### src/rtl/loader_pkg.sv
// loader_pkg: shared state encoding, error codes and defaults for the program loader
package loader_pkg;
   typedef enum logic [2:0] {
      ST_IDLE,
      ST_LEN,
      ST_HI,
      ST_LO,
      ST_CSUM,
      ST_DONE
   } state_t;
   localparam logic [1:0] ERR_NONE    = 2'd0;
   localparam logic [1:0] ERR_HI      = 2'd1;
   localparam logic [1:0] ERR_CSUM    = 2'd2;
   localparam logic [1:0] ERR_TIMEOUT = 2'd3;
   localparam logic [7:0] SYNC_DEFAULT = 8'hA5;
endpackage

### src/rtl/load_timeout.sv
// load_timeout: byte-gap watchdog for a frame in progress
// Ports: clk, rst (sync, active-high); run = frame active; kick = byte received (clears the gap);
// expired = gap has reached TIMEOUT_CYCLES while running.
module load_timeout #(
   parameter int TIMEOUT_CYCLES = 2_000_000
) (
   input  logic clk,
   input  logic rst,
   input  logic run,
   input  logic kick,
   output logic expired
);
   localparam int CW = $clog2(TIMEOUT_CYCLES + 1);
   logic [CW-1:0] cnt;
   // Counter parks at the limit so expired stays asserted until the FSM drops run.
   always_ff @(posedge clk) begin
      if (rst || kick || !run) cnt <= '0;
      else if (!expired) cnt <= cnt + CW'(1);
   end
   assign expired = run && (cnt == CW'(TIMEOUT_CYCLES));
endmodule

### src/rtl/inst_loader.sv
// inst_loader: UART-fed loader writing 13-bit words into the 256-entry instruction memory
// Ports: clk, rst (sync, active-high); rx_valid/rx_data = received byte strobe;
// wr_en/wr_addr/wr_data = instruction memory write port; core_hold/core_start = PC control;
// load_busy = frame in progress; err_code = sticky error (0 none, 1 bad HI, 2 checksum, 3 timeout).
// Option: define LOADER_CHECKSUM_EN to require a trailing XOR checksum byte per frame.
module inst_loader
   import loader_pkg::*;
#(
   parameter int         TIMEOUT_CYCLES = 2_000_000,
   parameter logic [7:0] SYNC_BYTE      = SYNC_DEFAULT
) (
   input  logic        clk,
   input  logic        rst,
   input  logic        rx_valid,
   input  logic [7:0]  rx_data,
   output logic        wr_en,
   output logic [7:0]  wr_addr,
   output logic [12:0] wr_data,
   output logic        core_hold,
   output logic        core_start,
   output logic        load_busy,
   output logic [1:0]  err_code
);
`ifdef LOADER_CHECKSUM_EN
   localparam state_t ST_END = ST_CSUM;
   logic [7:0] csum;
`else
   localparam state_t ST_END = ST_DONE;
`endif
   state_t     state, state_nx;
   logic [7:0] n, addr;
   logic [4:0] hi;
   logic       hold, expired, last;
   logic [1:0] err;

   load_timeout #(.TIMEOUT_CYCLES(TIMEOUT_CYCLES)) u_timeout (
      .clk    (clk),
      .rst    (rst),
      .run    (load_busy),
      .kick   (rx_valid),
      .expired(expired)
   );

   assign last = (addr == n - 8'd1);

   always_ff @(posedge clk) begin
      if (rst) state <= ST_IDLE;
      else state <= state_nx;
   end

   // A received byte always wins over a timeout expiring in the same cycle.
   always_comb begin
      state_nx = state;
      if (state == ST_DONE) state_nx = ST_IDLE;
      else if (rx_valid)
         case (state)
            ST_IDLE: state_nx = (rx_data == SYNC_BYTE) ? ST_LEN : ST_IDLE;
            ST_LEN:  state_nx = (rx_data == 8'd0) ? ST_END : ST_HI;
            ST_HI:   state_nx = (rx_data[7:5] != 3'd0) ? ST_IDLE : ST_LO;
            ST_LO:   state_nx = last ? ST_END : ST_HI;
`ifdef LOADER_CHECKSUM_EN
            ST_CSUM: state_nx = (rx_data == csum) ? ST_DONE : ST_IDLE;
`endif
            default: state_nx = ST_IDLE;
         endcase
      else if (expired) state_nx = ST_IDLE;
   end

   // Datapath; hold survives error exits and is only released by DONE or rst.
   always_ff @(posedge clk) begin
      if (rst) begin
         wr_en   <= 1'b0;
         wr_addr <= '0;
         wr_data <= '0;
         hold    <= 1'b0;
         err     <= ERR_NONE;
         n       <= '0;
         addr    <= '0;
         hi      <= '0;
`ifdef LOADER_CHECKSUM_EN
         csum    <= '0;
`endif
      end else begin
         wr_en <= 1'b0;
         if (state == ST_DONE) hold <= 1'b0;
         if (rx_valid)
            case (state)
               ST_IDLE:
                  if (rx_data == SYNC_BYTE) begin
                     err  <= ERR_NONE;
                     hold <= 1'b1;
                     addr <= '0;
`ifdef LOADER_CHECKSUM_EN
                     csum <= '0;
`endif
                  end
               ST_LEN: begin
                  n <= rx_data;
`ifdef LOADER_CHECKSUM_EN
                  csum <= csum ^ rx_data;
`endif
               end
               ST_HI:
                  if (rx_data[7:5] != 3'd0) err <= ERR_HI;
                  else begin
                     hi <= rx_data[4:0];
`ifdef LOADER_CHECKSUM_EN
                     csum <= csum ^ rx_data;
`endif
                  end
               ST_LO: begin
                  wr_en   <= 1'b1;
                  wr_addr <= addr;
                  wr_data <= {hi, rx_data};
                  addr    <= addr + 8'd1;
`ifdef LOADER_CHECKSUM_EN
                  csum    <= csum ^ rx_data;
`endif
               end
`ifdef LOADER_CHECKSUM_EN
               ST_CSUM: if (rx_data != csum) err <= ERR_CSUM;
`endif
               default: ;
            endcase
         else if (expired) err <= ERR_TIMEOUT;
      end
   end

   always_comb begin
      load_busy  = (state != ST_IDLE);
      core_start = (state == ST_DONE);
      core_hold  = hold;
      err_code   = err;
   end
endmodule

### config.mk
export PLATFORM = sky130hd
export DESIGN_NAME = inst_loader
export DESIGN_NICKNAME = d
export VERILOG_FILES = /design/src/rtl/loader_pkg.sv /design/src/rtl/load_timeout.sv /design/src/rtl/inst_loader.sv
export SDC_FILE = /design/constraint.sdc
export NUM_CORES = 1
export LEC_CHECK = 0
export CAP_MARGIN = 0
export CORE_ASPECT_RATIO = 0.7
export CORE_MARGIN = 1.5
export CORE_UTILIZATION = 45
export CTS_CLUSTER_DIAMETER = 50
export DETAILED_ROUTE_END_ITERATION = 8
export HOLD_SLACK_MARGIN = 0.06
export PLACE_DENSITY_LB_ADDON = 0.15
export SLEW_MARGIN = 10
export SYNTH_ARGS = -nofsm -noshare
export SYNTH_HDL_FRONTEND = slang
export SYNTH_SLANG_ARGS = --single-unit
export TNS_END_PERCENT = 1
### constraint.sdc
create_clock -name clk -period 2.65 [get_ports clk]
set_input_delay 0.53 -clock clk [delete_from_list [all_inputs] [get_ports clk]]
set_output_delay 0.53 -clock clk [all_outputs]
set_load 0.01 [all_outputs]
==> metrics.md <==
| Metric | Value |
|---|---|
| Post-route antenna net violation count | `0` |
| Overflow after GRT | `0` |
| Port buffer count | `37` |
| Hold Crit Class | `flop to flop` |
| Combinational share of power | `2.6%` |
| Fillers | `651` |
| Fin area | `3850 um^2` |
| Multi-input logic area | `1639 um^2` |
| Placed cell area | `3641 um^2` |
| P&R area growth vs syn | `21.57%` |
| Placed cell count | `511` |
| Fin cells | `527` |
| Worst skew pair latency | `0.35 ns` |
| Clock slew at reported path FFs | `0.08 ns` |
| Die Ht | `73.19 um` |
| DRT Wirelength | `7485 um` |
| Initial antenna violation count | `0` |
| XOR/XNOR Fraction of Synth Area | `8.021%` |
| Adder-Cell Fraction of Synth Area | `1.580%` |
| Primary FF master, synth | `dfxtp_1` |
| Yosys reg bits | `70` |
| CTS tree | `built` |
| Int Pwr | `1559 uW` |
| Die footprint | `7557 um^2` |
| Layout cells sized above 1 | `7.621%` |
| Sequential cell area | `1401 um^2` |
| Synth cell types | `49` |
| Root Buffer | `clkbuf_8` |
| Row count | `25` |
| Pre-CTS setup slack | `0.1032 ns` |
| Crit end category | `output port` |
| Met3 GRT Util | `6.801%` |
| Dpl hpwl | `5382 um` |
| FMAX | `0.4166 GHz` |
| Compound-Gate Fraction of Synth Area | `10.79%` |
| GR Util met2 | `27.56%` |
| Worst setup path class | `flop to output port` |
| Via count | `2,744` |
| Vias in the first global route | `2,432` |
| Post-CTS Resized | `0` |
| Final setup viols | `0` |
| Syn Nets | `406` |
| Largest net degree at the start of global routing | `29` |
| Worst path cell trace | `nor2b_1 > nand2_1 > inv_1 > clkdlybuf4s50_1` |
| Largest area contributor in the netlist | `dfxtp_1` |
| Pleak | `0.001410 uW` |
| Mapped cell area | `3167 um^2` |
| Worst EP arrival | `1.87 ns` |
| GR Util met1 | `33.23%` |
| Final worst slack | `0.2498 ns` |
| Critical Path RT | `2.12 ns` |
| Cts hold-fix bufs | `0` |
| Flop pwr share | `52.7%` |
| Post-CTS Setup Repair Bufs | `0` |
| Post-synthesis instance total | `391` |
| Max FO, Critical Path | `6` |
| Placer Congestion | `0.9222` |
| Placeable core area | `6788 um^2` |
| Count of final hold-check violations | `0` |
| Clock network power share | `44.7%` |
| EDFF count, synth | `0` |
| Die width | `103.3 um` |
| Max-slew violations | `0` |
| Mux cell area share after synthesis | `2.213%` |
| Initial Util | `46.65%` |
| Period utilization | `90.57%` |
| Power Dens Cells | `519.4 nW/um^2` |
| Clock tree sinks | `70` |
| Count leader, synth | `nand2_1` |
| CTS Buffer Depth | `2` |
| Peak supply drop | `0.2737 mV` |
| Gr usage total | `21.33%` |
| Simple-Gate Fraction of Synth Area | `29.16%` |
| Setup_tns | `0 ns` |
| DRT Pass-1 Iters | `4` |
| FFs w/ async S/R, synth | `0%` |
| CTS H-tree depth | `3` |
| Period minus WS final | `2.400 ns` |
| Initial DRC count | `196` |
| Status | `complete, no violations` |
| Syn Area/Cell | `8.099 um^2` |
| Actual transition at the worst max-transition pin | `0.6985 ns` |
| I/O pin count | `38` |
| Top-area cell type share of the netlist area | `44.25%` |
| Final nets | `443` |
| Sw power | `440.6 uW` |
| Drt wl/cell | `14.20 um` |
| DRC Markers | `0` |
| Post-synth top cells | `nand2_1, dfxtp_1, a21oi_1` |
| Startpoint Class | `flop` |
| Global-route wire length before repair | `12,220 um` |
| Largest family of logic cells by synthesized area | `simple AND/OR/NAND/NOR gates` |
| Relative slew slack | `53.43%` |
| Final core occ | `56.72%` |
| Yosys warns | `0` |
| Largest stage delay, worst path | `0.53 ns` |
| Sw Share | `22.04%` |
| Most used routing layer | `met1` |
| Via/cell ratio | `5.207` |
| Top post-synthesis cells by area | `dfxtp_1, nand2_1, a21oi_1` |
| Sequential-to-total area share from yosys stat | `44.25%` |
| CP max-delay cell | `clkdlybuf4s50_1` |
| RSZ-0062 raised after global routing | `false` |
| Total CTS buffers | `9` |
| Clk_skew | `0.007858 ns` |
| N_diodes | `0` |
| Max-Cap Viols | `0` |
[placed cells by master, fill, tap and decap left out, types with 3 or more instances in the layout]
| cell type | count |
|---|---|
| nand2_1 | 73 |
| dfxtp_1 | 70 |
| a21oi_1 | 45 |
| nor2_1 | 44 |
| clkdlybuf4s50_1 | 37 |
| nand3_1 | 18 |
| xor2_1 | 18 |
| xnor2_1 | 11 |
| clkbuf_8 | 11 |
| inv_1 | 10 |
| buf_4 | 10 |
| and3_1 | 8 |
| nor3_1 | 7 |
| mux2i_1 | 7 |
| o21ai_0 | 6 |
| nand4_1 | 4 |
| nand3b_1 | 4 |
| nand2b_1 | 4 |
| ha_1 | 4 |
| clkinvlp_4 | 3 |
[logic make-up after synthesis]
logic type	Yosys count
DFF	70
adders and majority gates	4
xor gates and xnor gates	29
and+or+nand+nor	188
AOI/OAI and AO/OA	62
buffers and inverters	31
muxes	7
[power by group through the flow]
stage	clock network (uW)	logic, uW	registers, uW
after floorplan	0	18.7	1080
after global placement	0	51.2	1080
after detailed placement	0	51.2	1080
after CTS	914	51.5	1050
after global routing	954	55.4	1050
final	895	51.9	1050
[worst max-delay path: cells and delay by family (launching register included)]
| family | cells | cell delay [ns] |
|---|---|---|
| buf+inv | 2 | 0.63 |
| flops | 1 | 0.47 |
| simple gates | 2 | 0.42 |
[metal layers]
layer / routed length (um) / up-vias
li1: - / 1395
met1: 3971 / 1283
met2: 3015 / 55
met3: 412 / 11
met4: 87 / 0
met5: 0 / -
[through the flow]
step | power, uW | hold slack, ns
floorplan | 1097 | 0.4315
global placement | 1129 | 0.4443
detailed placement | 1129 | 0.4473
CTS | 2019 | 0.4561
global route | 2062 | 0.4728
finish | 2000 | 0.4554
[path summary, 6_finish.rpt]
| check | startpoint | end | slack, ns | depth (start not counted) |
|---|---|---|---|---|
| worst min-delay path | wr_data[3]$_SDFFE_PP0P_ | wr_data[3]$_SDFFE_PP0P_ | 0.46 | 2 |
| worst min register to register | wr_data[3]$_SDFFE_PP0P_ | wr_data[3]$_SDFFE_PP0P_ | 0.46 | 2 |
| worst max register to register | u_timeout.cnt[6]$_SDFFE_PP0N_ | state[0]$_SDFFE_PP0N_ | 0.40 | 6 |
| worst max-delay path | state[0]$_SDFFE_PP0N_ | core_start | 0.25 | 4 |
[state kept, by name, indices dropped and copies added (netlist names), 2 cells and up]
register,flops
n,8
addr,8
u_timeout.cnt,21
err_code,2
wr_data,13
hi,5
wr_addr,8
state,3
[layout make-up]
| cell class | count | area share, % |
|---|---|---|
| multi-input cells | 290 | 42.57 |
| flip-flops and latches | 70 | 36.40 |
| repair buffers | 47 | 11.57 |
| clock buffers | 11 | 3.932 |
| well taps | 94 | 3.055 |
| clock inverters | 5 | 1.495 |
| inverters | 10 | 0.9750 |
(Power assumes the default switching activity.)
==> edit 1 (config.mk and constraints unchanged) <==
Register the output `core_start`, with the module's reset; this adds one clock of latency there. The other outputs are not delayed to match.
--- a/src/rtl/inst_loader.sv
+++ b/src/rtl/inst_loader.sv
@@ -21,6 +21,8 @@
    output logic        load_busy,
    output logic [1:0]  err_code
 );
+
+   logic core_start_d;
 `ifdef LOADER_CHECKSUM_EN
    localparam state_t ST_END = ST_CSUM;
    logic [7:0] csum;
@@ -128,9 +130,17 @@
 
    always_comb begin
       load_busy  = (state != ST_IDLE);
-      core_start = (state == ST_DONE);
+      core_start_d = (state == ST_DONE);
       core_hold  = hold;
       err_code   = err;
    end
+   always_ff @(posedge clk) begin
+      if (rst) begin
+         core_start <= '0;
+      end else begin
+         core_start <= core_start_d;
+      end
+   end
+
 endmodule
 
Formal check against the unedited RTL: not equivalent (a bounded check fails within 4 cycles, from zero or initial values and one cycle with rst high).
==> edit 1 against the unedited design <==
Area after synthesis up 0.55%. Sequential cell count up 1. Power up 5.6%. Routed wire length up 5.2%. Via count up 1.9%. Final area up 2.3%. Cell count up 0.76%. Worst setup slack worse by 0.027 ns. Register-to-register slack worse by 0.10 ns.
==> edit 1: results (changes against the unedited design) <==
| Metric | Value |
|---|---|
| Global Route Usage Sum | 21.6% (+0.29 points) |
| DRT met1 WL | 4270 um (+7.4%) |
| Maximum VDD drop | 0.000271 V (-0.86%) |
| Worst hold endpoint | wr_addr[4]$_SDFFE_PP0P_ |
| Worst slack, placed | 0.00172 ns (-0.102 ns) |
| Drt first pass iters | 4 (unchanged) |
| Met3 wire length | 465 um (+13%) |
| Net Switching | 459 uW (+4.1%) |
| Most common library cells after synthesis | dfxtp_1 (71), nand2_1 (69), a21oi_1 (42) |
| Reg2reg path depth | 6 (unchanged) |
| GR Util met2 | 27.6% (+0.071 points) |
| Delay-heaviest family, CP | simple AND/OR/NAND/NOR gates |
| YS warnings | 0 (unchanged) |
| FILL cells | 638 (-2.0%) |
| Met1 GRT Util | 33.7% (+0.50 points) |
| Met3 GRT Util | 5.50% (-1.3 points) |
| Synth area leaders | dfxtp_1 (45%), nand2_1 (8.1%), a21oi_1 (6.6%) |
| R2R setup slack | 0.30 ns (-0.10 ns) |
| Synth Area in XOR/XNOR | 7.70% (-0.32 points) |
| Syn_nets | 403 (-0.74%) |
| Avg WL per Cell | 14.8 um (+4.4%) |
| Share of cells above drive strength 1 | 9.15% (+1.5 points) |
| Hold_sp | wr_addr[4]$_SDFFE_PP0P_ |
| Delay of the slowest critical-path stage | 0.76 ns (+0.23 ns) |
| First-pass GRT wire length | 12700 um (+3.9%) |
| Post-synth cell types | 50 (+2.0%) |
| Max clock buf depth | 2 (unchanged) |
| Placer Congestion | 0.838 (-9.1%) |
| DR vias | 2796 (+1.9%) |
| Nets | 447 (+0.90%) |
| Slew HR | 41.8% (-12 points) |
| RR Startpoint | u_timeout.cnt[6]$_SDFFE_PP0N_ |
| Vias in the first global route | 2502 (+2.9%) |
| Final hold slack | 0.455 ns (-0.000147 ns) |
| Crit path arrival time | 2.64 ns (+0.77 ns) |
| Post-detail-place hpwl | 5660 um (+5.2%) |
| Initial DRC Count | 165 (-16%) |
| Sequential share of the synthesized area | 44.6% (+0.39 points) |
| Mux cell area share after synthesis | 2.20% (-0.012 points) |
| Post-Synth Adder-Cell Area | 1.57% (-0.0087 points) |
| P_leak | 1.36 nW (-3.4%) |
| Pin count of the biggest net entering global routing | 52 (+79%) |
| Slowest CP cell | nor4_1 |
| Min-Delay Path Class | reg2reg |
| Hold depth | 2 (unchanged) |
| Clock share of power | 46.6% (+1.9 points) |
| Status | finished, final reports clean |
| Highest routed metal layer | met4 |
| Clock skew | 0.00722 ns (-0.000635 ns) |
| Area after DPL | 3710 um^2 (+1.9%) |
| Area fraction in compound gates after synthesis | 12.4% (+1.6 points) |
## edit 1: stage by stage
stage / instances / utilization (%) / total power [mW]
after global routing: 531 / 58.0 / 2.17
final: 531 / 58.0 / 2.11
after global placement: 515 / 54.6 / 1.15
after detailed placement: 515 / 54.6 / 1.15
after floorplan: 388 / - / 1.11
after CTS: 531 / 58.0 / 2.12
## edit 1: worst register-to-register path, delay by kind of cell (launching register included)
kind               cells  cell delay, ns
AOI/OAI and AO/OA      2            0.56
DFF                    1            0.36
and+or+nand+nor        4            1.32
## edit 1: worst max path at each step
stage,slack [ns],from,cells past startpoint,to
floorplan,0.32,u_timeout.cnt[6]$_SDFFE_PP0N_,6,state[0]$_SDFFE_PP0N_
global route,0.21,u_timeout.cnt[6]$_SDFFE_PP0N_,6,state[0]$_SDFFE_PP0N_
CTS,0.31,u_timeout.cnt[6]$_SDFFE_PP0N_,6,state[0]$_SDFFE_PP0N_
finish,0.22,rx_data[6],6,addr[3]$_SDFFE_PP0P_
global placement,0.07,rx_data[6],6,addr[5]$_SDFFE_PP0P_
detailed placement,0.002,rx_data[6],6,addr[3]$_SDFFE_PP0P_
## edit 1: final cells by class
type	count	share of cell area, %
clock buffers	10	3.49
clock inverters	6	2.35
inverters	9	0.858
multi-input cells	288	41.9
flip-flops and latches	71	36.1
well taps	94	2.99
repair buffers	53	12.3
## edit 1: logic make-up (layout without fill, tap and decap cells)
logic type               Yosys count  in the layout
AO/OA/AOI/OAI                     68             68
XOR/XNOR                          28             28
adder cells (fa/ha/maj)            4              4
buffers and inverters             29             78
flip-flops                        71             71
multiplexers                       7              7
AND/OR/NAND/NOR                  181            181
==> edit 2 (same flow settings) <==
Made on the original files. `TIMEOUT_CYCLES` is set to 2_000_000 in 2 places; all go to 500_000.
--- a/src/rtl/load_timeout.sv
+++ b/src/rtl/load_timeout.sv
@@ -2,7 +2,7 @@
 // Ports: clk, rst (sync, active-high); run = frame active; kick = byte received (clears the gap);
 // expired = gap has reached TIMEOUT_CYCLES while running.
 module load_timeout #(
-   parameter int TIMEOUT_CYCLES = 2_000_000
+   parameter int TIMEOUT_CYCLES = 500_000
 ) (
    input  logic clk,
    input  logic rst,
--- a/src/rtl/inst_loader.sv
+++ b/src/rtl/inst_loader.sv
@@ -6,7 +6,7 @@
 module inst_loader
    import loader_pkg::*;
 #(
-   parameter int         TIMEOUT_CYCLES = 2_000_000,
+   parameter int         TIMEOUT_CYCLES = 500_000,
    parameter logic [7:0] SYNC_BYTE      = SYNC_DEFAULT
 ) (
    input  logic        clk,
Formal check against the unedited RTL: no difference found for any inputs over 10 cycles, from zero or initial values and one cycle with rst high; that may be too few to reach the edited logic, so the function may still have changed.
==> edit 2 against the unedited design <==
Sequential cell count decreased by 2. Routed wire length increased by 0.86%. Count of clock-buffer cells in the layout decreased by 2. Synthesized cell count decreased by 1.0%. Worst setup slack got worse by 0.15 ns. Final area decreased by 0.97%. Power decreased by 1.4%. Via count increased by 1.5%. Area after synthesis decreased by 1.1%. First-iteration DRC count decreased by 16%. Clock skew about the same. Sequential share of layout area decreased by 0.69 points. Cell count decreased by 0.76%. Critical endpoint unchanged. Highest routed layer unchanged.
==> edit 2: results (changes against the unedited design) <==
| Metric | Value |
|---|---|
| Status | finished, final reports clean |
| Initial DRC Count | 165 (-16%) |
| Avg WL per Cell | 14.4 um (+1.6%) |
| Layout Cells excl Fill | 523 (-0.76%) |
| Port bufs | 37 (unchanged) |
| Maximum VDD drop | 0.000358 V (+31%) |
| Synthesized instance count | 387 (-1.0%) |
| Area after DPL | 3610 um^2 (-0.93%) |
| First-pass GRT wire length | 12400 um (+1.6%) |
| RR Startpoint | n[0]$_SDFFE_PP0P_ |
| Delay-heaviest family, CP | buffers and inverters |
| Crit path arrival time | 2.02 ns (+0.15 ns) |
| R2R setup slack | 0.34 ns (-0.06 ns) |
| DR vias | 2786 (+1.5%) |
| Initial antenna violation count | 0 (unchanged) |
| Critical Path Fanout Max | 8 (+2) |
| Top flop regs | u_timeout.cnt x19, wr_data x13 |
| FILL cells | 617 (-5.2%) |
| Clock skew | 0.00778 ns (-0.0000737 ns) |
| Global Route Usage Sum | 21.9% (+0.54 points) |
| Fraction of registers with async set/reset | 0% (unchanged) |
| Hold_sp | err_code[0]$_SDFFE_PP0P_ |
| Post-detail-place hpwl | 5220 um (-2.9%) |
| Syn_nets | 402 (-0.99%) |
| Drt first pass iters | 5 (+1) |
| Placer Congestion | 0.777 (-16%) |
| P_leak | 1.31 nW (-7.3%) |
| Slew @ Worst Pin | 0.658 ns (-0.0401 ns) |
| Vias in the first global route | 2567 (+5.6%) |
| Synth area leaders | dfxtp_1 (43%), nand2_1 (8.5%), a21oi_1 (7.5%) |
| Sequential share of the synthesized area | 43.5% (-0.77 points) |
| YS warnings | 0 (unchanged) |
| Worst skew pair latency | about 0.36 ns |
| Root Buffer | clkbuf_8 |
| Post-synth cell types | 52 (+6.1%) |
| Share of cells above drive strength 1 | 8.62% (+1.0 points) |
| Ys flop type | dfxtp_1 |
| Placed cells | 507 (-0.78%) |
| Reg2reg path depth | 5 (-1) |
| Worst hold endpoint | err_code[0]$_SDFFE_PP0P_ |
| Net Switching | 480 uW (+8.9%) |
| Most common library cells after synthesis | nand2_1 (71), dfxtp_1 (68), a21oi_1 (47) |
| Antenna cell count | 0 (unchanged) |
| Pin count of the biggest net entering global routing | 51 (+76%) |
| Delay of the slowest critical-path stage | 0.56 ns (+0.03 ns) |
| Nets | 439 (-0.90%) |
| Inserted Clock Buffers | 9 (unchanged) |
| Post-cts gate resize count | 0 (unchanged) |
edit 2: changes by cell type after synthesis, moves of 3 or more:
cell and change:
or3_1 +7, nand3_1 -3, nor2b_1 +3, nor2_1 -11, a311oi_1 +4, and3_1 -4, xor2_1 -8, nand2b_1 +4
edit 2: area by class of cell:
class / instances / share of cell area, %
flip-flops and latches: 68 / 35.7
multi-input cells: 286 / 43.0
inverters: 11 / 1.08
clock inverters: 7 / 2.13
repair buffers: 48 / 11.7
well taps: 94 / 3.09
clock buffers: 9 / 3.25
edit 2: worst max-delay path by stage:
stage	start	to	slack, ns	cells past startpoint
2_1_floorplan	n[0]$_SDFFE_PP0P_	state[0]$_SDFFE_PP0N_	0.65	5
3_3_place_gp	rx_data[5]	state[0]$_SDFFE_PP0N_	0.26	6
3_5_place_dp	rx_data[5]	state[0]$_SDFFE_PP0N_	0.21	6
4_1_cts	state[0]$_SDFFE_PP0N_	core_start	0.15	4
5_1_grt	state[0]$_SDFFE_PP0N_	core_start	0.07	4
6_report	state[0]$_SDFFE_PP0N_	core_start	0.10	4
edit 2: cells by family (layout without fill, tap and decap cells):
kind of cell | count (synthesis) | count (layout) | synth area share, %
and+or+nand+nor | 181 | 181 | 28.7
AOI/OAI and AO/OA | 75 | 75 | 14.5
DFF | 68 | 68 | 43.5
buffers and inverters | 33 | 75 | 4.16
xor gates and xnor gates | 20 | 20 | 5.60
muxes | 6 | 6 | 1.92
adders and majority gates | 4 | 4 | 1.60
edit 2: worst min-delay path: stages, from the launching register on:
cell,delay (ns)
dfxtp_1,0.32
inv_1,0.05
a21oi_1,0.05
edit 2: layer usage:
layer,global-route usage [%],vias to the layer above,wire [um]
met5,0,-,0
met2,31.1,62,3150
met4,7.61,0,98
met3,6.51,10,376
li1,-,1410,-
met1,31.4,1304,3930
edit 2: per-stage QoR:
step | setup WS, ns | hold WS (ns)
2_1_floorplan | 0.647 | 0.432
3_3_place_gp | 0.262 | 0.440
3_5_place_dp | 0.206 | 0.445
4_1_cts | 0.147 | 0.457
5_1_grt | 0.0693 | 0.476
6_report | 0.103 | 0.451
edit 2: power groups by stage:
stage          combinational [mW]  clock, mW  sequential (mW)
4_1_cts                    0.0487      0.919             1.02
5_1_grt                    0.0528      0.970             1.02
6_report                   0.0492      0.901             1.02
2_1_floorplan              0.0192          0             1.05
3_3_place_gp               0.0481          0             1.05
3_5_place_dp               0.0486          0             1.05
